File: src/rtl/uart_rx_cfg_if.sv
// Receiver-side bundle for uart_rx_cfg: serial input, runtime configuration
// and the FIFO write-side outputs (done strobe plus error-tagged character).
interface uart_rx_cfg_if #(
   parameter int unsigned DATA_BITS = 8,
   parameter int unsigned DIV_W     = 16
);
   logic                 rx;
   logic [DIV_W-1:0]     clk_per_bit;
   logic [1:0]           parity_mode;
   logic                 stop2;
   logic                 busy;
   logic                 done;
   logic [DATA_BITS-1:0] data_out;
   logic                 parity_err;
   logic                 frame_err;
   logic                 brk;

   // Receiver side: drives the FIFO write strobe and word
   modport master (
      input  rx, clk_per_bit, parity_mode, stop2,
      output busy, done, data_out, parity_err, frame_err, brk
   );

   // System side: drives the line and configuration, consumes characters
   modport slave (
      output rx, clk_per_bit, parity_mode, stop2,
      input  busy, done, data_out, parity_err, frame_err, brk
   );
endinterface

File: src/rtl/uart_rx_cfg.sv
// Runtime-configurable UART receiver: programmable divisor, DATA_BITS data
// bits LSB first, optional even/odd parity, one or two stop bits.
// Optional break detection is built when UART_RX_BREAK_DET_EN is defined;
// otherwise brk is tied low and a break appears only as a framing error.
module uart_rx_cfg #(
   parameter int unsigned DATA_BITS = 8,
   parameter int unsigned DIV_W     = 16
) (
   input logic           clk,
   input logic           rst_n,
   uart_rx_cfg_if.master bus
);

   localparam int unsigned IDX_W   = (DATA_BITS > 1) ? $clog2(DATA_BITS) : 1;
   localparam int unsigned MIN_DIV = 4;

   typedef enum logic [2:0] {
      S_IDLE,
      S_START,
      S_DATA,
      S_PARITY,
      S_STOP,
      S_WAIT_IDLE
   } state_t;

   state_t               state;
   logic                 rx_meta;
   logic                 rxs;
   logic [DIV_W-1:0]     cnt;
   logic [DIV_W-1:0]     div_q;
   logic                 par_en_q;
   logic                 par_odd_q;
   logic                 stop2_q;
   logic [IDX_W-1:0]     idx;
   logic [DATA_BITS-1:0] shift_q;
   logic                 par_bit_q;
   logic                 stop_low_q;
   logic                 second_q;
   logic                 busy_q;
   logic                 done_q;
   logic [DATA_BITS-1:0] data_q;
   logic                 perr_q;
   logic                 ferr_q;
`ifdef UART_RX_BREAK_DET_EN
   logic                 brk_q;
`endif

   logic [DIV_W-1:0]     div_clamp;
   logic                 half_hit;
   logic                 bit_hit;
   logic                 par_calc;

   // Divisor clamp and sample-point compares against the shadowed divisor
   always_comb begin
      div_clamp = (bus.clk_per_bit < DIV_W'(MIN_DIV)) ? DIV_W'(MIN_DIV) : bus.clk_per_bit;
      half_hit  = (cnt == (div_q >> 1));
      bit_hit   = (cnt == (div_q - DIV_W'(1)));
      // Error when data plus parity bit does not have the selected sense
      par_calc  = par_en_q & ((^shift_q) ^ par_bit_q ^ par_odd_q);
   end

   // Two-flop synchroniser on the asynchronous line, idle high
   always_ff @(posedge clk or negedge rst_n) begin
      if (!rst_n) begin
         rx_meta <= 1'b1;
         rxs     <= 1'b1;
      end else begin
         rx_meta <= bus.rx;
         rxs     <= rx_meta;
      end
   end

   // Receive FSM with bit timing, config shadowing and registered outputs
   always_ff @(posedge clk or negedge rst_n) begin
      if (!rst_n) begin
         state      <= S_IDLE;
         cnt        <= '0;
         div_q      <= DIV_W'(MIN_DIV);
         par_en_q   <= 1'b0;
         par_odd_q  <= 1'b0;
         stop2_q    <= 1'b0;
         idx        <= '0;
         shift_q    <= '0;
         par_bit_q  <= 1'b0;
         stop_low_q <= 1'b0;
         second_q   <= 1'b0;
         busy_q     <= 1'b0;
         done_q     <= 1'b0;
         data_q     <= '0;
         perr_q     <= 1'b0;
         ferr_q     <= 1'b0;
`ifdef UART_RX_BREAK_DET_EN
         brk_q      <= 1'b0;
`endif
      end else begin
         done_q <= 1'b0;
`ifdef UART_RX_BREAK_DET_EN
         brk_q  <= 1'b0;
`endif
         case (state)
            S_IDLE: begin
               if (!rxs) begin
                  state      <= S_START;
                  cnt        <= '0;
                  div_q      <= div_clamp;
                  par_en_q   <= (bus.parity_mode == 2'b01) || (bus.parity_mode == 2'b10);
                  par_odd_q  <= (bus.parity_mode == 2'b10);
                  stop2_q    <= bus.stop2;
                  idx        <= '0;
                  par_bit_q  <= 1'b0;
                  stop_low_q <= 1'b0;
                  second_q   <= 1'b0;
                  busy_q     <= 1'b1;
               end
            end

            S_START: begin
               if (half_hit) begin
                  cnt <= '0;
                  if (!rxs) begin
                     state <= S_DATA;
                  end else begin
                     // Start bit did not survive to mid-bit: treat as glitch
                     state  <= S_IDLE;
                     busy_q <= 1'b0;
                  end
               end else begin
                  cnt <= cnt + DIV_W'(1);
               end
            end

            S_DATA: begin
               if (bit_hit) begin
                  cnt          <= '0;
                  shift_q[idx] <= rxs;
                  if (idx == IDX_W'(DATA_BITS - 1)) begin
                     idx   <= '0;
                     state <= par_en_q ? S_PARITY : S_STOP;
                  end else begin
                     idx <= idx + IDX_W'(1);
                  end
               end else begin
                  cnt <= cnt + DIV_W'(1);
               end
            end

            S_PARITY: begin
               if (bit_hit) begin
                  cnt       <= '0;
                  par_bit_q <= rxs;
                  state     <= S_STOP;
               end else begin
                  cnt <= cnt + DIV_W'(1);
               end
            end

            S_STOP: begin
               if (bit_hit) begin
                  cnt <= '0;
                  if (stop2_q && !second_q) begin
                     second_q   <= 1'b1;
                     stop_low_q <= ~rxs;
                  end else begin
                     done_q <= 1'b1;
                     data_q <= shift_q;
                     perr_q <= par_calc;
                     ferr_q <= stop_low_q | ~rxs;
`ifdef UART_RX_BREAK_DET_EN
                     brk_q  <= ~rxs && (shift_q == '0) && !(par_en_q && par_bit_q);
`endif
                     if (!rxs) begin
                        // Line still low: do not mistake it for a new start bit
                        state <= S_WAIT_IDLE;
                     end else begin
                        state  <= S_IDLE;
                        busy_q <= 1'b0;
                     end
                  end
               end else begin
                  cnt <= cnt + DIV_W'(1);
               end
            end

            S_WAIT_IDLE: begin
               if (rxs) begin
                  state  <= S_IDLE;
                  busy_q <= 1'b0;
               end
            end

            default: begin
               state  <= S_IDLE;
               cnt    <= '0;
               busy_q <= 1'b0;
            end
         endcase
      end
   end

   assign bus.busy       = busy_q;
   assign bus.done       = done_q;
   assign bus.data_out   = data_q;
   assign bus.parity_err = perr_q;
   assign bus.frame_err  = ferr_q;
`ifdef UART_RX_BREAK_DET_EN
   assign bus.brk        = brk_q;
`else
   assign bus.brk        = 1'b0;
`endif

endmodule

File: src/flat_wrapper.sv
// flat-port wrapper written by rule: the top's interface ports become plain ports
module uart_rx_cfg_flat 
#(
   parameter int unsigned DATA_BITS = 8,
   parameter int unsigned DIV_W     = 16
)
  (clk, rst_n, bus_rx, bus_clk_per_bit, bus_parity_mode, bus_stop2, bus_busy, bus_done, bus_data_out, bus_parity_err, bus_frame_err, bus_brk);
  uart_rx_cfg_if #(.DATA_BITS(DATA_BITS), .DIV_W(DIV_W)) bus_i ();
  input logic clk;
  input logic rst_n;
  input wire logic [$bits(bus_i.rx)-1:0] bus_rx;
  input wire logic [$bits(bus_i.clk_per_bit)-1:0] bus_clk_per_bit;
  input wire logic [$bits(bus_i.parity_mode)-1:0] bus_parity_mode;
  input wire logic [$bits(bus_i.stop2)-1:0] bus_stop2;
  output wire logic [$bits(bus_i.busy)-1:0] bus_busy;
  output wire logic [$bits(bus_i.done)-1:0] bus_done;
  output wire logic [$bits(bus_i.data_out)-1:0] bus_data_out;
  output wire logic [$bits(bus_i.parity_err)-1:0] bus_parity_err;
  output wire logic [$bits(bus_i.frame_err)-1:0] bus_frame_err;
  output wire logic [$bits(bus_i.brk)-1:0] bus_brk;
  assign bus_i.rx = bus_rx;
  assign bus_i.clk_per_bit = bus_clk_per_bit;
  assign bus_i.parity_mode = bus_parity_mode;
  assign bus_i.stop2 = bus_stop2;
  assign bus_busy = bus_i.busy;
  assign bus_done = bus_i.done;
  assign bus_data_out = bus_i.data_out;
  assign bus_parity_err = bus_i.parity_err;
  assign bus_frame_err = bus_i.frame_err;
  assign bus_brk = bus_i.brk;
  uart_rx_cfg #(.DATA_BITS(DATA_BITS), .DIV_W(DIV_W)) u_core (.clk(clk), .rst_n(rst_n), .bus(bus_i));
endmodule
File: config.mk
export PLATFORM = sky130hd
export DESIGN_NAME = uart_rx_cfg_flat
export DESIGN_NICKNAME = d
export VERILOG_FILES = /design/src/rtl/uart_rx_cfg_if.sv /design/src/rtl/uart_rx_cfg.sv /design/src/flat_wrapper.sv
export SDC_FILE = /design/constraint.sdc
export NUM_CORES = 1
export LEC_CHECK = 0
export ABC_AREA = 1
export CORE_ASPECT_RATIO = 0.8
export CORE_MARGIN = 4
export CORE_UTILIZATION = 63
export DETAILED_ROUTE_END_ITERATION = 16
export PLACE_DENSITY = 0.91
export SYNTH_ARGS = -nofsm -noshare
export SYNTH_HDL_FRONTEND = slang
export SYNTH_SLANG_ARGS = --single-unit
File: constraint.sdc
create_clock -name clk -period 5.55 [get_ports clk]
set_clock_uncertainty 0.2 [all_clocks]
set_input_delay 0.8325 -clock clk [delete_from_list [all_inputs] [get_ports clk]]
set_output_delay 0.8325 -clock clk [all_outputs]
set_load 0.02 [all_outputs]
## After elaboration in Yosys (flattened, before gate mapping)

Cells that the tools add are included.

| word-level totals | value |
|---|---|
| bits in registers | 66 |
| logic and storage cells | 113 |
| bits of input ports | 22 |

| cells by class | value |
|---|---|
| equality and inequality tests | 19 |
| add/subtract/negate cells | 3 |
| muxes and demuxes | 42 |
| $lt $le $gt $ge | 3 |
| bitwise logic cells | 8 |
| reduce and logical (&&, ||, !) cells | 20 |

Operator list:

| cell | number |
|---|---|
| 16-bit two-way mux | 4 |
| 16-bit one-hot mux with 4 select lines | 1 |
| 3-bit two-way mux | 13 |
| 3-bit one-hot mux with 6 select lines | 1 |
| 16-bit by 1-bit adder with 16-bit output (second input constant) | 1 |
| 16-bit by 15-bit == test with 1-bit output | 1 |
| 16-bit == test | 1 |
| 16-bit by 3-bit less-than comparator with 1-bit output (second input constant) | 1 |
| 16-bit by 1-bit subtractor with 16-bit output (second input constant) | 1 |
| 1-bit two-way mux | 15 |
| 2-bit by 1-bit != test with 1-bit output (second input constant) | 7 |
| 3-bit == test (second input constant) | 3 |
| 3-bit AND reduction | 3 |
| 8-bit bitwise mux | 1 |
| 8-bit AND reduction | 1 |
| 8-bit XOR reduction | 1 |
| 3-bit by 2-bit == test with 1-bit output (second input constant) | 2 |
| 1-bit one-hot mux with 2 select lines | 3 |
| 3-bit one-hot mux with 2 select lines | 1 |
| 2-bit AND reduction | 3 |
| 2-bit nonzero test | 3 |
| 1-bit one-hot mux with 5 select lines | 1 |
| 5-bit AND reduction | 1 |
| 3-bit by 4-bit less-than comparator with 1-bit output (second input constant) | 1 |
| other kinds (19) | 25 |

## Logic depth before layout (Yosys ltp)

| depth | value |
|---|---|
| depth after elaboration | 5 |
| gate-level depth with buffers | 18 |

## Least setup slack after synthesis

No wires, ideal clock.

| path | value |
|---|---|
| path kind | flip-flop to flip-flop |
| start | register u_core.div_q[0] |
| end | register u_core.cnt[13] |
| library setup time | 0.118 ns |
| setup slack | 3.197 ns |
| required time | 5.232 ns |
| data arrival time | 2.035 ns |
| buffers on the path | 1 |
| cell stages (with the launch flop) | 16 |
| cell sequence | dfrtp_1 > inv_1 > ha_1 > nand2_2 > nor2_4 > nand2_1 > nand2_1 > inv_2 > nor2_2 > nand2_2 > nor2_4 > nand2_2 > nand2_4 > nand3_4 > buf_6 > a21o_1 |

| on the way | value |
|---|---|
| longest elaborated chain between the ends | 4 |

RTL lines:

| what | line | text |
|---|---|---|
| start: declaration | uart_rx_cfg.sv:30 | `logic [DIV_W-1:0] div_q;` |
| start signal: assignment | uart_rx_cfg.sv:78 | `div_q <= DIV_W'(MIN_DIV);` |
| start signal: assignment | uart_rx_cfg.sv:105 | `div_q <= div_clamp;` |
| 16-bit by 1-bit subtractor with 16-bit output | uart_rx_cfg.sv:57 | `bit_hit = (cnt == (div_q - DIV_W'(1)));` |
| 16-bit == test | uart_rx_cfg.sv:57 |  |
| 16-bit two-way mux | uart_rx_cfg.sv:133, uart_rx_cfg.sv:148, uart_rx_cfg.sv:158 |  |
| 16-bit one-hot mux with 4 select lines | uart_rx_cfg.sv:100 | `case (state)` |
| end signal: assignment | uart_rx_cfg.sv:128 | `cnt <= cnt + DIV_W'(1);` |
| end signal: assignment | uart_rx_cfg.sv:143 | `cnt <= cnt + DIV_W'(1);` |
| end signal: assignment | uart_rx_cfg.sv:153 | `cnt <= cnt + DIV_W'(1);` |
| end: declaration | uart_rx_cfg.sv:29 | `logic [DIV_W-1:0] cnt;` |

No other way between the ends.
A chain may end at the register's enable or synchronous reset.

## Worst setup path after layout

| path | value |
|---|---|
| start | register u_core.div_q[0] |
| end | register u_core.data_q[2] (netlist: u_core.bus.data_out[2]) |

| on the way | value |
|---|---|
| longest elaborated chain between the ends | 3 |

RTL lines:

| what | line | text |
|---|---|---|
| 16-bit by 1-bit subtractor with 16-bit output | uart_rx_cfg.sv:57 |  |
| 16-bit == test | uart_rx_cfg.sv:57 |  |
| 3-bit AND reduction (no source line) | n/a |  |
| end signal: assignment | uart_rx_cfg.sv:165 | `data_q <= shift_q;` |
| end: declaration | uart_rx_cfg.sv:41 | `logic [DATA_BITS-1:0] data_q;` |

No other way between the ends.

==> key figures <==
Outcome
  – Status: finished clean

Logic synthesis
  – Top-area cell type share of the netlist area: 0.365
  – Cell accounting for the most synthesized area: dfrtp_1
  – Largest family of logic cells by synthesized area: simple AND/OR/NAND/NOR gates
  – Synth Register Bits: 66
  – Synth Area in Simple Gates: 0.361
  – Netlist cell types: 36
  – Syn Area/Cell: 7.10 µm²
  – Compound-gate portion of the synthesized area: 0.0782
  – Xor/xnor share of the synthesized area: 0.0771
  – Cell Area, Synth: 4320 µm²
  – Asr flop ratio synth: 1.00
  – Synth Area in Adders: 0.0145
  – Synth Net Count: around 640
  – Synth top area cells: dfrtp_1, nand2_1, inv_1, nor2_1, xor2_1
  – Post-synthesis sequential area ratio: 0.383
  – Mux share of post-synthesis cell area: 0
  – YS warnings: 0
  – Cells after Synth: 608
  – Post-synth EDFFs: 0
  – Top_reg_cell synth: dfrtp_1

STA
  – Achievable frequency: between 0.3 and 0.4 GHz
  – Slew Limit Headroom: 0.428
  – Least-Margin Pin Slew: 0.858 ns
  – Tcrit/Tclk final: 0.506
  – Setup violations, final: 0
  – Fin crit period: 2.81 ns
  – TNS Setup: 0 ns
  – Hold Vio Cnt, Final: 0
  – Max-slew violations: 0
  – Hold slack final: 0.160 ns
  – Unrepaired setup endpoints after global routing: no

Pwr
  – Sw frac: 0.473
  – Comb pwr share: 0.459
  – P per Cell Area: around 420 nW/µm²
  – Clk pwr share: 0.190
  – P_sw: approximately 980 µW
  – VDD IR max: 0.318 mV
  – Reg power frac: 0.352
  – Static leakage: approximately 0.0026 µW
  – Tot Pwr: 2060 µW
  – P_int: 1090 µW

Detailed routing
  – Routed Antenna Nets: 0
  – Drt initial violations: approximately 340
  – Post-route DRC: 0
  – Via density: about 5.7
  – DRT Wirelength: 10.9 mm
  – TritonRoute pass-1 iters: 5
  – Wire per inst: 14.9 µm
  – Via Count: 4152

Global route
  – Remaining Overflow, GRT: 0
  – Tot GR Track Use: 0.286
  – Initial antenna violation count: 0
  – Global-route wire length before repair: 18.4 mm
  – Number of global-route vias before repair: 3967
  – Largest net degree at the start of global routing: 67

Floorplan
  – Num rows: 26
  – Die ar.: 8250 µm²
  – Chip height: approximately 80 µm
  – Initial Utilization: 0.664
  – Core area: approximately 6500 µm²
  – IO Count: 35
  – Die Span X: 101 µm

Clock tree
  – CTS tree: yes
  – Clock root buffer: clkbuf_8
  – Clk pin slew, worst setup/hold paths: 0.08 ns
  – CTS sink cnt: 66
  – Worst skew pair latency: around 0.35 ns
  – Max H-tree Level: 3
  – Cts hold-fix bufs: 0
  – Clk buf depth: 2
  – Cts bufs inserted: 9
  – Number of setup buffers added after CTS: 0
  – CTS resizes: 0

Finish
  – Commonest non-fill, non-tap cell in the layout: nand2_1
  – Most frequent cells in the layout: nand2_1, inv_1, nor2_1, dfrtp_1, nand3_1
  – Finished Layout Cells: approximately 730
  – Share of cells above drive strength 1: 0.0804
  – Syn-to-layout area delta: 13.2%
  – Nets: around 670
  – Number of diodes: 0
  – Fin util: 0.751

Hold path
  – Min-Delay Path Class: reg -> reg

Place
  – Placed cell count: ~720
  – Final GP Congestion: 0.954
  – DP Wirelength: 8.23 mm
  – Number of port buffers: 33

Critical path
  – Reg-to-reg setup timing slack: 2.74 ns
  – Crit Path Max Fanout: 12
  – Worst EP arrival: 2.84 ns
  – Crit path required time: 5.59 ns
  – Crit start category: flip-flop
  – WS Path Type: reg -> reg
  – CP Capture Type: flip-flop

Run
  – Max Cap Viol: 0
==> cell families after synthesis <==
logic type	count (synthesis)
and+or+nand+nor	348
buffers and inverters	93
DFF	66
AOI/OAI and AO/OA	57
xor gates and xnor gates	38
adders and majority gates	5
other	1
==> synthesized netlist by cell type (4+ instances only) <==
cell	n
nand2_1	184
inv_1	79
nor2_1	69
dfrtp_1	63
nand3_1	40
xor2_1	23
o21ai_0	22
xnor2_1	15
a21o_1	14
nand4_1	11
o21ai_1	11
clkbuf_1	9
nor2_2	8
nand2_2	7
nor3_1	7
nor4_1	7
ha_1	5
a21oi_1	4
==> per-stage QoR <==
step | area (µm²) | worst slack (ns)
6_report | 4890 | 2.74
4_1_cts | 4890 | 2.77
3_3_place_gp | 4700 | 2.86
3_5_place_dp | 4700 | 2.79
5_1_grt | 4890 | 2.45
2_1_floorplan | 4320 | 3.20
==> flip-flops by register name, summed over array words and instances (netlist names) <==
signal,flops
u_core.bus.busy,1
u_core.bus.data_out,8
u_core.bus.done,1
u_core.bus.frame_err,1
u_core.bus.parity_err,1
u_core.cnt,16
u_core.div_q,16
u_core.idx,3
u_core.par_bit_q,1
u_core.par_en_q,1
u_core.par_odd_q,1
u_core.rx_meta,1
u_core.rxs,1
u_core.second_q,1
u_core.shift_q,8
u_core.state,3
u_core.stop2_q,1
u_core.stop_low_q,1
==> power by group through the flow <==
stage | logic, µW | registers, µW | clock network [µW]
finish | 945 | 725 | 391
global route | 1060 | 739 | 411
CTS | 929 | 719 | 391
detailed placement | 919 | 728 | 0
global placement | 884 | 721 | 0
floorplan | 725 | 690 | 0
==> critical path, cell delays in order, from the launching register on <==
cell and delay (ns):
dfrtp_1 0.41, inv_1 0.19, ha_1 0.29, nand2_2 0.14, nor2_2 0.17, nand2_1 0.07, nand2_1 0.09, nand2_1 0.06
nor2_1 0.11, nand2_1 0.11, nor2_4 0.12, nand4_1 0.45, nand2_1 0.21, nand2_1 0.07
==> layout make-up <==
cell class | count | area (µm²)
clock buffers | 11 | 151
clock inverters | 5 | 36.3
fillers | 518 | 1620
inverters | 81 | 304
multi-input cells | 449 | 2300
flip-flops and latches | 66 | 1660
well taps | 84 | 105
repair buffers | 35 | 340
==> final timing paths <==
path | from | to | cells past startpoint
setup / recovery | u_core.div_q[0]$_DFFE_PN0P_ | u_core.bus.data_out[2]$_DFFE_PN0P_ | 13
max in group asynchronous | rst_n | u_core.bus.data_out[6]$_DFFE_PN0P_ | 2
hold / removal | u_core.rx_meta$_DFF_PN1_ | u_core.rxs$_DFF_PN1_ | 0
hold reg to reg | u_core.rx_meta$_DFF_PN1_ | u_core.rxs$_DFF_PN1_ | 0
min in group asynchronous | rst_n | u_core.div_q[3]$_DFFE_PN0P_ | 2
setup reg to reg | u_core.div_q[0]$_DFFE_PN0P_ | u_core.bus.data_out[2]$_DFFE_PN0P_ | 13
==> per-layer routing <==
layer	global-route usage	wire (µm)	part of all wire	up-vias
li1	-	-	-	1974
met1	0.395	4860	0.45	1953
met2	0.463	4880	0.45	202
met3	0.0552	947	0.087	23
met4	0.0794	201	0.018	0
met5	0	0	0	-
Power figures use the tool's default switching activity.
